**src/rtl/wb_port_arbiter.sv**
```systemverilog
// -----------------------------------------------------------------------------
// wb_port_arbiter
//   Shares the single GPR write-back path between the Memory stage and a
//   long-latency execution unit (mul/div). The winning payload is registered
//   into one mem2wb_t entry that WB drains under a valid/ready handshake.
//   A full entry can be replaced on the same edge it drains, so a steady
//   stream of one payload per cycle is sustained while wb_ready_i is high.
//
//   Optional feature macro: WB_STARVE_GUARD_EN
//     defined   - age counter lets a waiting long-latency request take priority
//                 after losing STARVE_LIMIT cycles; starve_o is live.
//     undefined - MEM has strict priority; starve_o is tied to 0.
//
//   Ports
//     clk, rst                 core clock, synchronous active-high reset
//     mem_valid_i/mem_ready_o  MEM payload handshake, mem_data_i payload
//     ll_valid_i/ll_ready_o    long-latency handshake, ll_rd_i / ll_data_i
//     wb_valid_o/wb_ready_i    output entry handshake, wb_data_o payload
//     starve_o                 aging guard is forcing long-latency priority
// -----------------------------------------------------------------------------

package core_pkg;
   localparam int DATA_WIDTH    = 32;
   localparam int RF_ADDR_WIDTH = 5;

   // GPR write-enable encoding: 00 no write, 01 write exe_out, 10 write load data
   localparam logic [1:0] GPR_WE_EXE = 2'b01;

   typedef struct packed {
      logic [DATA_WIDTH-1:0]    exe_out;
      logic [DATA_WIDTH-1:0]    op3;
      logic [RF_ADDR_WIDTH-1:0] rd;
      logic [1:0]               gpr_ctrl;
      logic [2:0]               csr_ctrl;
      logic [3:0]               mem_ctrl;
   } mem2wb_t;
endpackage

module wb_port_arbiter
   import core_pkg::*;
#(
   parameter int         STARVE_LIMIT = 4,
   parameter logic [1:0] LL_GPR_CTRL  = core_pkg::GPR_WE_EXE
) (
   input  logic                     clk,
   input  logic                     rst,
   input  logic                     mem_valid_i,
   output logic                     mem_ready_o,
   input  mem2wb_t                  mem_data_i,
   input  logic                     ll_valid_i,
   output logic                     ll_ready_o,
   input  logic [RF_ADDR_WIDTH-1:0] ll_rd_i,
   input  logic [DATA_WIDTH-1:0]    ll_data_i,
   output logic                     wb_valid_o,
   input  logic                     wb_ready_i,
   output mem2wb_t                  wb_data_o,
   output logic                     starve_o
);

   if (STARVE_LIMIT < 1 || STARVE_LIMIT > 15) begin : g_bad_limit
      $error("wb_port_arbiter: STARVE_LIMIT out of range 1..15");
   end

   logic    wb_valid_q;
   mem2wb_t wb_data_q;
   logic    load_en;
   logic    grant_mem;
   logic    grant_ll;
   logic    aged;        // long-latency request has waited STARVE_LIMIT cycles
   mem2wb_t ll_pkt;

   // Entry can accept whenever it is empty or being drained this cycle.
   // Held low during reset so nothing is accepted and then discarded.
   assign load_en = !rst & (!wb_valid_q | wb_ready_i);

   always_comb begin
      grant_mem = mem_valid_i & !(ll_valid_i & aged);
      grant_ll  = ll_valid_i  & (!mem_valid_i | aged);
   end

   assign mem_ready_o = load_en & grant_mem;
   assign ll_ready_o  = load_en & grant_ll;

   always_comb begin
      ll_pkt          = '0;
      ll_pkt.exe_out  = ll_data_i;
      ll_pkt.rd       = ll_rd_i;
      ll_pkt.gpr_ctrl = LL_GPR_CTRL;
   end

`ifdef WB_STARVE_GUARD_EN
   localparam int AW = $clog2(STARVE_LIMIT + 1);
   logic [AW-1:0] age_q;

   assign aged = (age_q == AW'(STARVE_LIMIT));

   // Counts cycles a valid long-latency request has gone unserved,
   // including cycles stalled by WB back-pressure.
   always_ff @(posedge clk) begin
      if (rst)                           age_q <= '0;
      else if (ll_ready_o | !ll_valid_i) age_q <= '0;
      else if (!aged)                    age_q <= age_q + 1'b1;
   end

   assign starve_o = aged & ll_valid_i;
`else
   assign aged     = 1'b0;
   assign starve_o = 1'b0;
`endif

   always_ff @(posedge clk) begin
      if (rst) begin
         wb_valid_q <= 1'b0;
         wb_data_q  <= '0;
      end else if (load_en) begin
         wb_valid_q <= grant_mem | grant_ll;
         if (grant_mem)     wb_data_q <= mem_data_i;
         else if (grant_ll) wb_data_q <= ll_pkt;
      end
   end

   assign wb_valid_o = wb_valid_q;
   assign wb_data_o  = wb_data_q;

endmodule
```
**config.mk**
```make
export PLATFORM = sky130hd
export DESIGN_NAME = wb_port_arbiter
export DESIGN_NICKNAME = d
export VERILOG_FILES = /design/src/rtl/wb_port_arbiter.sv
export SDC_FILE = /design/constraint.sdc
export NUM_CORES = 1
export LEC_CHECK = 0
export CAP_MARGIN = 20
export CORE_ASPECT_RATIO = 1.5
export CORE_MARGIN = 3
export CORE_UTILIZATION = 37
export DETAILED_ROUTE_END_ITERATION = 6
export HOLD_SLACK_MARGIN = 0.06
export PLACE_DENSITY = 0.8
export SLEW_MARGIN = 15
export SYNTH_ARGS = -nofsm -noshare
export SYNTH_HDL_FRONTEND = slang
export SYNTH_SLANG_ARGS = --single-unit
```
**constraint.sdc**
```tcl
create_clock -name clk -period 1.9 [get_ports clk]
set_input_delay 0.475 -clock clk [delete_from_list [all_inputs] [get_ports clk]]
set_output_delay 0.475 -clock clk [all_outputs]
set_load 0.005 [all_outputs]
```
== After elaboration in Yosys (flattened, before gate mapping) ==
Cells that the tools add are included.

* Bits in registers: 79
* Input bits: 120
* Output and inout port bits: 82
* Logic and storage cells: 20

* Mux-type cells: 2
* Bitwise gates (word level): 6
* Reduce and logical (&&, ||, !) cells: 5

{| class="wikitable"
|+ Operators by type and width
! kind !! number
|-
| $mux W78 || 2
|-
| $and A1 B1 Y1 || 4
|-
| $logic_not A1 Y1 || 3
|-
| $or A1 B1 Y1 || 2
|-
| $reduce_and A2 Y1 || 1
|-
| $reduce_bool A2 Y1 || 1
|}

== Depth between registers and ports, before layout ==
Gate-level depths: netlist (run 1).

* Word-level depth: 4
* Mapped depth: 7
* Mapped depth without buffers: 3

== Worst setup path after synthesis (run 1) ==
Ideal clock, no wire load.

* Kind: input to output
* Start: in mem_valid_i
* End: out ll_ready_o
* Arrival time: 1.301 ns
* Required time: 1.425 ns
* Slack: 0.124 ns
* Cell stages on the path: 4
* Buffers on the path: 3
* Cell sequence: buf_2 > buf_4 > buf_4 > nor4b_1

* Cells in the longest elaborated chain, start to end: 3

{| class="wikitable"
|+ RTL lines
! what !! RTL line !! text
|-
| start: declaration || 47 || <nowiki>input logic mem_valid_i,</nowiki>
|-
| $logic_not A1 Y1 || 78 || <nowiki>grant_ll = ll_valid_i & (!mem_valid_i | aged);</nowiki>
|-
| $and A1 B1 Y1 || 78 ||
|-
| $and A1 B1 Y1 || 82 || <nowiki>assign ll_ready_o = load_en & grant_ll;</nowiki>
|-
| end: declaration || 51 || <nowiki>output logic ll_ready_o,</nowiki>
|}

No other way between the ends.

== Final worst setup path (run 1) ==
* Start: in ll_valid_i
* End: out ll_ready_o

* Cells in the longest elaborated chain, start to end: 2

{| class="wikitable"
|+ RTL lines
! what !! RTL line !! text
|-
| start: declaration || 50 || <nowiki>input logic ll_valid_i,</nowiki>
|-
| $and A1 B1 Y1 || 78 ||
|-
| $and A1 B1 Y1 || 82 ||
|}

No other way between the ends.

==> out/results.tsv, run 1 <==
metric	value	unit
status	completed	
clkTransAtPathRegs	0.06	ns
worstHoldStart	wb_data_o[20]	
hold_viol	0	
die_h	122.7	um
grt_usage	19.20	%
start_util	38.04	%
firstDrtPassIters	5	
routed_wl	10.15	mm
cts_tree	yes	
clock_skew	0.006720	ns
htreeDepth	3	
critPathLaunchType	input pin	
post-route-min-period	1.800	ns
power.total	4.538	mW
area_growth	69.56	%
coreArea	8828	um^2
io_buffer_count	200	
synthesis.nets	404	
grt_max_degree	76	
p_leak	2.126	nW
vias	3150	
power_density	796.9	nW/um^2
viasPerCell	5.422	
peakVddDrop	0.0005615	V
grt_pass1_wl	15.68	mm
r2r_slack	0.42	ns
r2r-start	wb_valid_o	
yosysWarnings	0	
maxClockFrequency	555.7	MHz
setup_violations	0	
worstMarginPinSlew	0.6486	ns
layoutNonFillerInstCount	581	
worstHoldPathType	register to register	
worstPathArrival	1.32	ns
dp_hpwl	7.212	mm
ys_types	22	
path_buf_inv	2	
clock-sinks	79	
placed_cells_incl_taps	564	
numCtsBuffers	9	
setup.worst_path.start	ll_valid_i	
drt_iter0_markers	97	
dieWidth	83.79	um
fp-row-count	42	
ys_top_cells_by_area	dfxtp_1, a311oi_2, mux2i_1, a22o_1, a31oi_1	
path_cells	clkdlybuf4s50_1 -> nor4b_1 -> buf_2	
ant_nets	0	
dpl_cell_area	5356	um^2
die-area	10280	um^2
ctsLongestPathBuffers	2	
ctsHoldBuffers	0	
fin_nets	586	
post_cts_buffers	0	
ys_seq_area_share	47.09	%
cp_max_fo	2	
fin_util	64.50	%
yosysTopAreaCellShare	47.09	%
slew_headroom	56.66	%
design_area	5694	um^2
drive_gt1_share	13.80	%
first_global_vias	3142	
post_drt_wl_per_cell	17.46	um
synthCells	284	
cp.required	1.42	ns
cts-root-buf	clkbuf_16	
max_stage_delay	0.48	ns
clock_latency	0.33	ns
post-route-drc-count	0	
yosysTopAreaCell	dfxtp_1	
grt-ovfl-total	0	
mostFrequentLayoutCell	clkdlybuf4s50_1	
crit_type	input pin to output pin	
antenna_found_initial	0	
yosys_register_bits	79	
syn_area	3358	um^2
endpoint_kind	output pin	
crit_family	buffers and inverters	
final.period_utilization	94.72	%
slowest_stage	clkdlybuf4s50_1	
rsz0062_at_grt	no	
syn_avg_cell_area	11.82	um^2
io_pins	202	
drv_cap	0	
num-fill-cells	685	
place_congestion	0.7871	
final_cell_mix	clkdlybuf4s50_1, dfxtp_1, a22o_1	
slew_violations	0	
antenna_cells	0	
-- Yosys cell counts --
master,number
nand2b_2,1
clkbuf_1,10
conb_1,1
mux2i_1,37
a22o_1,40
dfxtp_1,79
a21oi_1,1
nor3b_1,1
or2_1,1
a311oi_1,8
inv_1,1
buf_6,5
and3_1,1
a21oi_2,1
buf_2,19
buf_4,7
nor4b_1,1
a31oi_1,37
nor3_1,1
nor2_1,2
nor2b_1,1
a311oi_2,29
-- routing by layer --
layer	part of all wire, %	wire (um)	vias up	track usage (%)
li1	-	-	1502	-
met1	40	4037	1486	21.96
met2	50	5122	141	32.92
met3	7.2	734	21	5.776
met4	2.5	251	0	8.753
met5	0	0	-	0
-- cells by family (layout without fill, tap and decap cells) --
family | Yosys count | count (layout) | synth area share, %
simple gates | 9 | 9 | 1.677
mux | 37 | 37 | 11.03
flops | 79 | 79 | 47.09
buf+inv | 42 | 228 | 7.302
compound gates | 116 | 117 | 32.79
other cells | 1 | 1 | 0.1117
-- report_power, final --
group / switching [mW] / total, mW / internal [mW]
combinational: 0.337 / 0.897 / 0.560
clock: 0.666 / 1.82 / 1.15
sequential: 0.0579 / 1.82 / 1.77
-- worst paths after layout --
path / endpoint / depth (start not counted)
setup / recovery: ll_ready_o / 3
hold / removal: wb_data_o[20] / 1
setup reg to reg: wb_data_o[74] / 5
hold reg to reg: wb_data_o[20] / 1
-- sequential cells by signal (all words and copies together) (netlist names) --
name and count:
wb_valid_o 1, wb_data_o 78
-- per-stage QoR --
step	worst slack, ns	hold slack [ns]	TNS [ns]
after floorplan	0.1240	0.4660	0
after global placement	-0.4410	0.4545	-22.01
after detailed placement	-0.4315	0.4565	-24.59
after CTS	0.003434	0.4754	0
after global routing	0.06063	0.4846	0
final	0.1004	0.4693	0
-- timing repair --
action | CTS | global route
endpoints found under the hold margin | 0 | 0
gates resized for setup | 9 | 3
pin swaps | 1 | 1
cloned | 1 | 0
endpoints found under the setup margin | 42 | 43
-- final cells by class --
type | instances | area [um^2] | share of cell area (%)
sequential | 79 | 1582 | 27.77
tap | 110 | 137.6 | 2.417
timing repair buffer | 211 | 2083 | 36.59
clock buffer | 9 | 225.2 | 3.955
multi-input combinational | 164 | 1568 | 27.53
inverter | 1 | 3.754 | 0.06592
clock inverter | 7 | 95.09 | 1.670
(Power assumes the default switching activity.)
==> run 2: changes to the inputs <==
--- a/config.mk
+++ b/config.mk
@@ -6,12 +6,13 @@
 export NUM_CORES = 1
 export LEC_CHECK = 0
 export CAP_MARGIN = 20
-export CORE_ASPECT_RATIO = 1.5
+export CORE_ASPECT_RATIO = 0.9
 export CORE_MARGIN = 3
 export CORE_UTILIZATION = 37
 export DETAILED_ROUTE_END_ITERATION = 6
 export HOLD_SLACK_MARGIN = 0.06
 export PLACE_DENSITY = 0.8
+export RECOVER_POWER = 50
 export SLEW_MARGIN = 15
 export SYNTH_ARGS = -nofsm -noshare
 export SYNTH_HDL_FRONTEND = slang
==> run 2 against run 1 <==
Effect of this change:
- hold slack better by 0.0056 ns
- critical path depth unchanged
- sequential cell count unchanged
- register-to-register slack got worse by 0.18 ns
- non-clock buffer count increased by 7
- sequential share of layout area increased by 0.22 points
- sequential power about the same
- global-route usage grew 0.91 points
- clock-buffer cell count is 2 higher
- first-iteration DRC count is 20% higher
==> out/results.tsv, run 2 (synthesis gave the netlist of run 1 again) <==
metric	value	unit	change
status	completed		unchanged
peakVddDrop	0.0004840	V	was 0.0005615 V
ctsLongestPathBuffers	2		unchanged
clockPowerShare	33.9	%	was 40.0%
num-fill-cells	673		was 685
routed_wl	10.60	mm	was 10.15 mm
area_growth	68.22	%	was 69.56%
p_sw_share	24.55	%	was 23.39%
largest_reg_flops	78		unchanged
dieWidth	106.4	um	was 83.79 um
numCtsBuffers	9		unchanged
grt_usage	20.11	%	was 19.20%
power.total	4.111	mW	was 4.538 mW
critPathLaunchType	input pin		unchanged
fin_nets	592		was 586
fin_util	65.02	%	was 64.50%
switchingPower	1.009	mW	was 1.061 mW
mostFrequentLayoutCell	clkdlybuf4s50_1		unchanged
worstPathArrival	1.32	ns	about the same
firstDrtPassIters	4		was 5
cts_tree	yes		unchanged
viasPerCell	5.307		was 5.422
post-route-min-period	1.796	ns	was 1.800 ns
vias	3163		was 3150
first_global_vias	3124		was 3142
slew_violations	0		unchanged
start_util	38.65	%	was 38.04%
fp-row-count	32		was 42
clock_skew	0.01050	ns	was 0.006720 ns
p_seq_share	44.2	%	was 40.2%
cp_max_fo	2		unchanged
endpoint_kind	output pin		unchanged
die_h	96.38	um	was 122.7 um
worstHoldPathType	register to register		unchanged
ant_nets	0		unchanged
pre_cts_ws	-0.5421	ns	was -0.4315 ns
grt-ovfl-total	0		unchanged
clkTransAtPathRegs	0.08	ns	was 0.06 ns
cp.required	1.42	ns	about the same
grt_max_degree	43		was 76
placed_cells_incl_taps	580		was 564
intPower	3.102	mW	was 3.476 mW
layoutNonFillerInstCount	596		was 581
p_leak	2.156	nW	was 2.126 nW
crit_type	input pin to output pin		unchanged
pwr-share-comb	21.9	%	was 19.8%
die-area	10260	um^2	was 10280 um^2
setup_tns	0	ns	unchanged
io_pins	202		unchanged
drv_cap	0		unchanged
dp_hpwl	7.767	mm	was 7.212 mm
htreeDepth	3		unchanged
post-route-drc-count	0		unchanged
clock_latency	0.35	ns	was 0.33 ns
hold_viol	0		unchanged
final.period_utilization	94.51	%	was 94.72%
grt_pass1_wl	16.22	mm	was 15.68 mm
io_buffer_count	200		unchanged
setup_violations	0		unchanged
drt_iter0_markers	116		was 97
drive_gt1_share	14.47	%	was 13.80%
clock-sinks	79		unchanged
post_drt_wl_per_cell	17.79	um	was 17.46 um
coreArea	8688	um^2	was 8828 um^2
fin_ws	0.1043	ns	was 0.1004 ns
cts-root-buf	clkbuf_8		was clkbuf_16
place_congestion	0.7005		was 0.7871
power_density	727.7	nW/um^2	was 796.9 nW/um^2
antenna_cells	0		unchanged
rsz0062_at_grt	no		unchanged
maxClockFrequency	556.9	MHz	was 555.7 MHz
antenna_found_initial	0		unchanged
final_cell_mix	clkdlybuf4s50_1, dfxtp_1, a22o_1		unchanged
## run 2: changes by cell type in the layout (fill, tap and decap cells not counted), moves of 2 or more
cell             change
a21oi_4              -2
clkbuf_16            -9
buf_4                +5
buf_12               +2
clkdlybuf4s50_1     -17
dlygate4sd3_1       +17
clkbuf_8            +10
## run 2: worst max-delay path, stage by stage
cell and delay [ns]:
clkdlybuf4s50_1 0.46, nor4b_2 0.21, buf_2 0.17
## run 2: repair_timing
item,in CTS,in global routing
endpoints found under the setup margin,2,0
hold endpoints to repair,0,0
setup buffers,0,0
resized for setup,11,0
hold buffers,0,0
## run 2: cell type report
class,count,area [um^2],area share (%)
Timing Repair Buffer,218,2151,38.07
Sequential cell,79,1582,28.00
Multi-Input combinational cell,163,1541,27.29
Tap cell,119,148.9,2.636
Clock buffer,11,141.4,2.503
Clock inverter,5,81.33,1.440
Inverter,1,3.754,0.06645
## run 2: routing by layer
metal  up-vias  share of wire, %  routed length (um)  GRT usage [%]
li1       1505                 -                   -              -
met1      1509                41                4395          23.83
met2       130                48                5080          33.60
met3        19               8.4                 890          6.645
met4         0               2.2                 236          9.052
met5         -                 0                   0              0
## run 2: path summary, 6_finish.rpt
kind | start | end | slack (ns) | cells past startpoint
worst max-delay path | ll_valid_i | ll_ready_o | 0.10 | 3
worst max register to register | wb_valid_o | wb_data_o[62] | 0.24 | 6
worst min register to register | wb_data_o[27] | wb_data_o[27] | 0.47 | 1
worst min-delay path | wb_data_o[27] | wb_data_o[27] | 0.47 | 1
## run 2: power groups by stage
stage,Combinational (mW),Clock [mW],Sequential [mW]
final,0.900,1.39,1.82
after CTS,0.921,1.42,1.82
after global routing,0.963,1.51,1.83
after floorplan,0.371,0,1.86
after global placement,0.897,0,1.85
after detailed placement,0.917,0,1.86
## run 2: per-stage QoR
step           hold slack, ns  area (um^2)
3_3_place_gp           0.4556         5438
6_report               0.4749         5649
4_1_cts                0.4814         5658
2_1_floorplan          0.4660         3358
3_5_place_dp           0.4533         5438
5_1_grt                0.4923         5649
